$ cat src/rtl/dm_lsu.sv
// Data-memory stage load/store unit: issues one bus access per memory instruction,
// formats store lanes, extends load data and stalls the pipeline while the access is open.
module dm_lsu #(
    parameter int ADDR_W  = 32,
    parameter int TIMEOUT = 0
) (
    input  logic              clk,
    input  logic              reset,
    input  logic              m_valid,
    input  logic              m_mem_read,
    input  logic              m_mem_write,
    input  logic [2:0]        m_funct3,
    input  logic [ADDR_W-1:0] m_alu_y,
    input  logic [31:0]       m_rrd2,
    input  logic              mem_hold,
    output logic              dmem_req,
    output logic              dmem_we,
    output logic [ADDR_W-1:0] dmem_addr,
    output logic [3:0]        dmem_be,
    output logic [31:0]       dmem_wdata,
    input  logic              dmem_gnt,
    input  logic              dmem_rvalid,
    input  logic [31:0]       dmem_rdata,
    input  logic              dmem_err,
    output logic [31:0]       m_load_data,
    output logic              lsu_stall,
    output logic              lsu_exc,
    output logic [1:0]        lsu_exc_cause
);

    typedef enum logic [1:0] {
        S_IDLE = 2'd0,
        S_REQ  = 2'd1,
        S_WAIT = 2'd2,
        S_DONE = 2'd3
    } state_t;

    localparam bit          TO_EN  = (TIMEOUT > 0);
    localparam logic [31:0] TO_LIM = TO_EN ? 32'(TIMEOUT - 1) : 32'd0;

    state_t      state_r;
    logic [31:0] cnt_r;
    logic [31:0] load_r;
    logic        exc_r;
    logic [1:0]  cause_r;

    logic        acc_s;
    logic        store_s;
    logic        illegal_s;
    logic        misal_s;
    logic        fault_s;
    logic        go_s;
    logic        timeout_s;
    logic [3:0]  be_s;
    logic [31:0] wdata_s;

    function automatic logic [31:0] fmt_load(input logic [2:0] f3, input logic [1:0] a,
                                             input logic [31:0] d);
        logic [7:0]  b;
        logic [15:0] h;
        b = 8'(d >> {a, 3'b000});
        h = a[1] ? d[31:16] : d[15:0];
        case (f3)
            3'b000:  return {{24{b[7]}}, b};
            3'b001:  return {{16{h[15]}}, h};
            3'b010:  return d;
            3'b100:  return {24'd0, b};
            3'b101:  return {16'd0, h};
            default: return 32'd0;
        endcase
    endfunction

    // Decode access kind, alignment and legality of the DM-stage instruction.
    always_comb begin
        acc_s     = m_valid & (m_mem_read | m_mem_write);
        store_s   = m_mem_write & ~m_mem_read;
        illegal_s = 1'b0;
        misal_s   = 1'b0;
        case (m_funct3)
            3'b000, 3'b100: misal_s = 1'b0;
            3'b001, 3'b101: misal_s = m_alu_y[0];
            3'b010:         misal_s = |m_alu_y[1:0];
            default:        illegal_s = 1'b1;
        endcase
        fault_s   = acc_s & (illegal_s | misal_s);
        go_s      = reset & acc_s & ~fault_s;
        timeout_s = TO_EN & (cnt_r >= TO_LIM);
    end

    // Byte-enable and lane-replicated write data for stores; loads read the full word.
    always_comb begin
        be_s    = 4'b1111;
        wdata_s = 32'd0;
        if (store_s) begin
            case (m_funct3[1:0])
                2'b00: begin
                    be_s    = 4'b0001 << m_alu_y[1:0];
                    wdata_s = {4{m_rrd2[7:0]}};
                end
                2'b01: begin
                    be_s    = m_alu_y[1] ? 4'b1100 : 4'b0011;
                    wdata_s = {2{m_rrd2[15:0]}};
                end
                default: begin
                    be_s    = 4'b1111;
                    wdata_s = m_rrd2;
                end
            endcase
        end else begin
            be_s    = 4'b1111;
            wdata_s = 32'd0;
        end
    end

    // Bus, stall and result outputs; everything reads as zero while reset is held.
    always_comb begin
        dmem_req      = reset & (((state_r == S_IDLE) & go_s) | (state_r == S_REQ));
        lsu_stall     = reset & (((state_r == S_IDLE) & go_s) | (state_r == S_REQ) |
                                 (state_r == S_WAIT));
        dmem_we       = reset & acc_s & store_s;
        dmem_addr     = reset ? {m_alu_y[ADDR_W-1:2], 2'b00} : {ADDR_W{1'b0}};
        dmem_be       = reset ? be_s : 4'd0;
        dmem_wdata    = reset ? wdata_s : 32'd0;
        m_load_data   = 32'd0;
        lsu_exc       = 1'b0;
        lsu_exc_cause = 2'd0;
        if (state_r == S_DONE) begin
            m_load_data   = load_r;
            lsu_exc       = exc_r;
            lsu_exc_cause = cause_r;
        end else if (reset && (state_r == S_IDLE) && fault_s) begin
            lsu_exc       = 1'b1;
            lsu_exc_cause = illegal_s ? 2'd1 : 2'd0;
        end else begin
            lsu_exc       = 1'b0;
            lsu_exc_cause = 2'd0;
        end
    end

    // Access FSM; the counter tracks stalled cycles of the access, issue cycle included.
    always_ff @(posedge clk or negedge reset) begin
        if (!reset) begin
            state_r <= S_IDLE;
            cnt_r   <= 32'd0;
            load_r  <= 32'd0;
            exc_r   <= 1'b0;
            cause_r <= 2'd0;
        end else begin
            case (state_r)
                S_IDLE: begin
                    load_r  <= 32'd0;
                    exc_r   <= 1'b0;
                    cause_r <= 2'd0;
                    if (go_s) begin
                        cnt_r   <= 32'd1;
                        state_r <= dmem_gnt ? S_WAIT : S_REQ;
                    end else begin
                        cnt_r <= 32'd0;
                    end
                end
                S_REQ: begin
                    if (timeout_s) begin
                        state_r <= S_DONE;
                        load_r  <= 32'd0;
                        exc_r   <= 1'b1;
                        cause_r <= 2'd3;
                    end else begin
                        cnt_r <= cnt_r + 32'd1;
                        if (dmem_gnt) begin
                            state_r <= S_WAIT;
                        end
                    end
                end
                S_WAIT: begin
                    if (dmem_rvalid) begin
                        state_r <= S_DONE;
                        load_r  <= store_s ? 32'd0 : fmt_load(m_funct3, m_alu_y[1:0], dmem_rdata);
                        exc_r   <= dmem_err;
                        cause_r <= dmem_err ? 2'd2 : 2'd0;
                    end else if (timeout_s) begin
                        state_r <= S_DONE;
                        load_r  <= 32'd0;
                        exc_r   <= 1'b1;
                        cause_r <= 2'd3;
                    end else begin
                        cnt_r <= cnt_r + 32'd1;
                    end
                end
                S_DONE: begin
                    if (!mem_hold) begin
                        state_r <= S_IDLE;
                        cnt_r   <= 32'd0;
                        load_r  <= 32'd0;
                        exc_r   <= 1'b0;
                        cause_r <= 2'd0;
                    end
                end
                default: begin
                    state_r <= S_IDLE;
                    cnt_r   <= 32'd0;
                end
            endcase
        end
    end

endmodule

$ cat config.mk
export PLATFORM = sky130hd
export DESIGN_NAME = dm_lsu
export DESIGN_NICKNAME = d
export VERILOG_FILES = /design/src/rtl/dm_lsu.sv
export SDC_FILE = /design/constraint.sdc
export NUM_CORES = 1
export LEC_CHECK = 0
export BUFFER_PORTS_ARGS = -buffer_cell sky130_fd_sc_hd__buf_2
export CORE_UTILIZATION = 41
export CTS_CLUSTER_SIZE = 16
export DETAILED_ROUTE_END_ITERATION = 6
export PLACE_DENSITY = 0.81
export RECOVER_POWER = 25
export SLEW_MARGIN = 30
export SYNTH_ARGS = -nofsm -noshare
export SYNTH_HDL_FRONTEND = slang
export SYNTH_SLANG_ARGS = --single-unit
$ cat constraint.sdc
create_clock -name clk -period 2.77 [get_ports clk]
set_input_delay 0.1385 -clock clk [delete_from_list [all_inputs] [get_ports clk]]
set_output_delay 0.1385 -clock clk [all_outputs]
set_load 0.01 [all_outputs]
Yosys cells after proc, flatten, opt, wreduce, memory -nomap -nowiden
Cells that the tools add are included.
{"block": "word_totals", "register_bits": 37, "in_bits": 108}
{"block": "classes", "n_eq_ne": 12, "reduce_logical": 10, "shift": 2, "bitwise_logic": 16, "mux": 34}
{"cell": "32-bit 2-to-1 mux", "count": 7}
{"cell": "32-bit case mux with 5 select lines", "count": 1}
{"cell": "32-bit case mux with 3 select lines", "count": 1}
{"cell": "32-bit case mux with 2 select lines", "count": 1}
{"cell": "32-bit by 5-bit >> shifter with 8-bit output", "count": 1}
{"cell": "16-bit 2-to-1 mux", "count": 1}
{"cell": "2-bit 2-to-1 mux", "count": 8}
{"cell": "4-bit 2-to-1 mux", "count": 3}
{"cell": "1-bit AND", "count": 9}
{"cell": "2-bit != test, second input constant", "count": 4}
{"cell": "2-bit case mux with 4 select lines", "count": 1}
{"cell": "4-bit case mux with 2 select lines", "count": 1}
{"cell": "1-bit 2-to-1 mux", "count": 7}
{"cell": "3-bit == test, second input constant", "count": 2}
{"cell": "2-bit case mux with 3 select lines", "count": 1}
{"cell": "5-bit OR reduction", "count": 1}
{"cell": "2-bit by 1-bit == test with 1-bit output, second input constant", "count": 2}
{"cell": "2-bit == test, second input constant", "count": 2}
{"cell": "2-bit logical NOT", "count": 2}
{"cell": "1-bit OR", "count": 4}
{"cell": "4-bit AND reduction", "count": 1}
{"cell": "2-bit OR reduction", "count": 2}
{"cell": "1-bit by 2-bit << shifter with 4-bit output, first input constant", "count": 1}
{"cell": "3-bit by 1-bit == test with 1-bit output, second input constant", "count": 1}
{"cell": "other kinds (7)", "count": 10}

Longest topological paths before layout
{"block": "depth", "ltp_word": 11, "mapped_depth": 8, "ltp_nobuf": 6}

Worst setup path after synthesis
OpenSTA, ideal clock, no wires.
{"block": "synth_path", "path_kind": "reg2reg", "from": "register state_r[0]", "to": "register load_r[10]", "t_required_ns": 2.637, "path_buffers": 2, "synth_period_minus_slack_ns": 1.942, "setup_ns": 0.133, "stages_incl_launch_ff": 9, "slack_ns": 0.828, "arrival_time_ns": 1.809, "cell_sequence": "dfrtp_1 > inv_1 > ha_1 > inv_1 > o211ai_2 > or2_0 > clkbuf_1 > clkbuf_1 > o21ai_0"}
{"block": "synth_via", "elab_chain_len": 3, "word_cells_on_any_way": 9, "classes_between": "eq/ne: 5; mux: 1; bitwise: 1; reduce/logical: 2"}
{"item": "from (decl)", "line_no": "41", "rtl": "state_t state_r;"}
{"item": "from (signal assigned)", "line_no": "156", "rtl": "state_r <= dmem_gnt ? S_WAIT : S_REQ;"}
{"item": "2-bit == test / 2-bit by 1-bit == test with 1-bit output (equally long branches)", "line_no": "149", "rtl": "case (state_r)"}
{"item": "2-bit != test (no source line) / 1-bit NOT (equally long branches)"}
{"item": "3-bit AND reduction (no source line)"}
{"item": "to (signal assigned)", "line_no": "177", "rtl": "load_r <= store_s ? 32'd0 : fmt_load(m_funct3, m_alu_y[1:0], dmem_rdata);"}
{"item": "to (decl)", "line_no": "43", "rtl": "logic [31:0] load_r;"}
Parallel ways exist; a longest one is shown, timed or not.
A chain may end at the register's enable or synchronous reset.

Worst setup path after layout
{"block": "layout_path", "from": "input reset", "to": "output dmem_wdata[14]"}
{"block": "layout_via", "elab_chain_len": 1}
{"item": "from (decl)", "line_no": "8", "rtl": "input logic reset,"}
{"item": "32-bit 2-to-1 mux", "line_no": "123", "rtl": "dmem_wdata = reset ? wdata_s : 32'd0;"}
{"item": "to (decl)", "line_no": "20", "rtl": "output logic [31:0] dmem_wdata,"}
No other way between the ends.

==> results.ini <==
[outcome]
run_status = completed

[clock_network]
numCtsBuffers = 5
htreeDepth = 2
cts_tree = yes
cts_resized = 0
cts-root-buf = clkbuf_8
clk_pin_slew_ns = 0.07
cts.sinks = 35
insertion_delay_ns = 0.27
cts_buffer_depth = 2
postCtsSetupRepairBufs = 0

[setup_path]
cp-end-kind = primary output
crit_fanout = 24
critPathArrivalTime_ns = 2.09
reg2reg_depth = 5
reg2reg_to = load_r[28]
path_class = input pin to primary output
startpoint_type = input pin
worstReg2RegStart = state_r[0]
required_ns = 2.63
slowest_stage = dlygate4sd3_1
critPathMaxStageDelay_ns = 0.55
crit_top_cell = buf_2
regToRegSetupSlack_ns = 0.61
crit_path_cell_trace = dlygate4sd3_1 > buf_2 > inv_1 > or2_2 > a21oi_1 > buf_2

[drt]
postRouteAntennaNets = 0
vias = 3487
drtIter0Drc = 253
dr.pass1.iters = 7
routedWlPerCell_um = 15.6
route.detailed.drc = 0
finalWirelength_um = 10200
viasPerCell = 5.35

[yosys]
synth_edf_count = 0
postSynthCellCount = 355
ys_seq_elements = 35
yosys_warnings = 0
ys.flop_type = dfrtp_1
synth_area_um2 = 2930
ys_seq_area_share_pct = 29.9
syn_area_per_cell_um2 = 8.26
synth_cell_types = 47
async_flop_share_pct = 100

[job]
drv_cap = 0

[sta]
fmax_ghz = 0.449
report.final.slew_viol_count = 0
worst_slew_pin_slew_ns = 0.984
max-slew-margin-rel_pct = 34.1
hold_viol_final = 0
rsz0062_at_grt = no
tns_ns = 0
final.setup_skew_ns = 0.00540
min_period_ns = 2.23
finalSetupViolCount = 0
period_share_pct = 80.4
whs_ns = 0.119

[die]
die_w_um = 86.6
num_rows = 30
dieArea_um2 = 7490
coreArea_um2 = 6870
start_util_pct = 42.7
io_pins = 214
die_y_um = 86.6

[final_layout]
diodes = 0
area_growth_pct = 41.4
most-common-layout-cells = buf_2, and2_1, nand2_1
final_common_cell = buf_2
num-nets-final = 669
drive_above_1_share_pct = 45.3

[global_route]
grt_max_degree = 57
grt_pass1_wl_um = 15500
grt_usage_pct = 26.1
grt_pass1_vias = 3135
grt_overflow = 0
antenna_found_initial = 0

[worst_hold_path]
hp-start = dmem_rdata[29]
hold_class = input pin to flip-flop
hold-path-cell-count = 2
hold_end = load_r[29]

[power]
p_leak_nw = 2.30
power_density_nw_per_um2 = 462
ir_drop_mv = 0.204

[placement]
gp_congestion = 0.987
dp_hpwl_um = 8100
io_buffers = 211

## synth_stat cells (all sizes together), types with 3 or more instances
cell    instances  area [µm²]
a21oi          21         105
a221o          17         183
a221oi          8        70.1
a222oi          7        70.1
and2           72         450
buf            11        68.8
clkbuf         19        72.6
dfrtp          35         876
ha              5        62.6
inv             6        22.5
mux2            9         101
mux2i          22         220
nand2          40         150
nand2b          3        18.8
nor2           31         116
o21ai          21         105
or2             4        25.0
## stage by stage
stage	std cells	power (mW)	setup slack (ns)	cell area, µm²	utilization (%)
2_1_floorplan	356	1.21	0.828	2940	-
5_1_grt	652	2.06	0.449	4140	60.3
6_report	652	1.91	0.544	4140	60.3
3_3_place_gp	644	1.51	0.753	4050	59.0
4_1_cts	652	1.92	0.595	4150	60.4
3_5_place_dp	644	1.55	0.638	4050	59.0
## repair_timing
| item | CTS | global route |
|---|---|---|
| hold buffers | 1 | 0 |
| endpoints found under the hold margin | 2 | 0 |
| endpoints found under the setup margin | 0 | 0 |
## layer usage
metal / global-route usage [%] / routed length [µm]
met4: 6.52 / 239
met1: 35.3 / 4100
met2: 44.1 / 5130
met3: 3.71 / 730
met5: 0 / 0
## how the worst max path moves through the flow
stage	end	from	cells past startpoint
4_1_cts	dmem_wdata[14]	reset	6
2_1_floorplan	load_r[10]	state_r[0]	8
6_report	dmem_wdata[14]	reset	6
5_1_grt	dmem_wdata[14]	reset	6
3_3_place_gp	load_r[27]	m_funct3[0]	4
3_5_place_dp	load_r[23]	state_r[0]	5
## area by class of cell
type | instances | area (µm²)
Fill cell | 673 | 2730
Multi-Input combinational cell | 285 | 1900
Timing Repair Buffer | 223 | 1140
Sequential cell | 35 | 876
Tap cell | 96 | 120
Clock buffer | 6 | 82.6
Inverter | 6 | 22.5
Clock inverter | 1 | 5.00
## registers in the layout, indices dropped and copies added (netlist names)
name	flops
state_r	2
cause_r	1
load_r	32
## where the power goes
part	internal, mW	switching (mW)
combinational	0.359	0.538
sequential	0.596	0.0505
clock	0.195	0.175
## critical path: cells and delay by family
kind,cells,cell delay (ns)
AOI/OAI and AO/OA,1,0.29
buffers and inverters,4,1.15
and+or+nand+nor,1,0.50
## cell families after synthesis
logic type      count (synthesis)  share of synthesized area [%]
simple gates                  163                           29.2
buf+inv                        36                           5.59
fa+ha+maj                       5                           2.13
mux                            31                           11.0
flops                          35                           29.9
other cells                     1                          0.128
compound gates                 84                           22.1
Note: power is estimated with default switching activity, not from simulation.
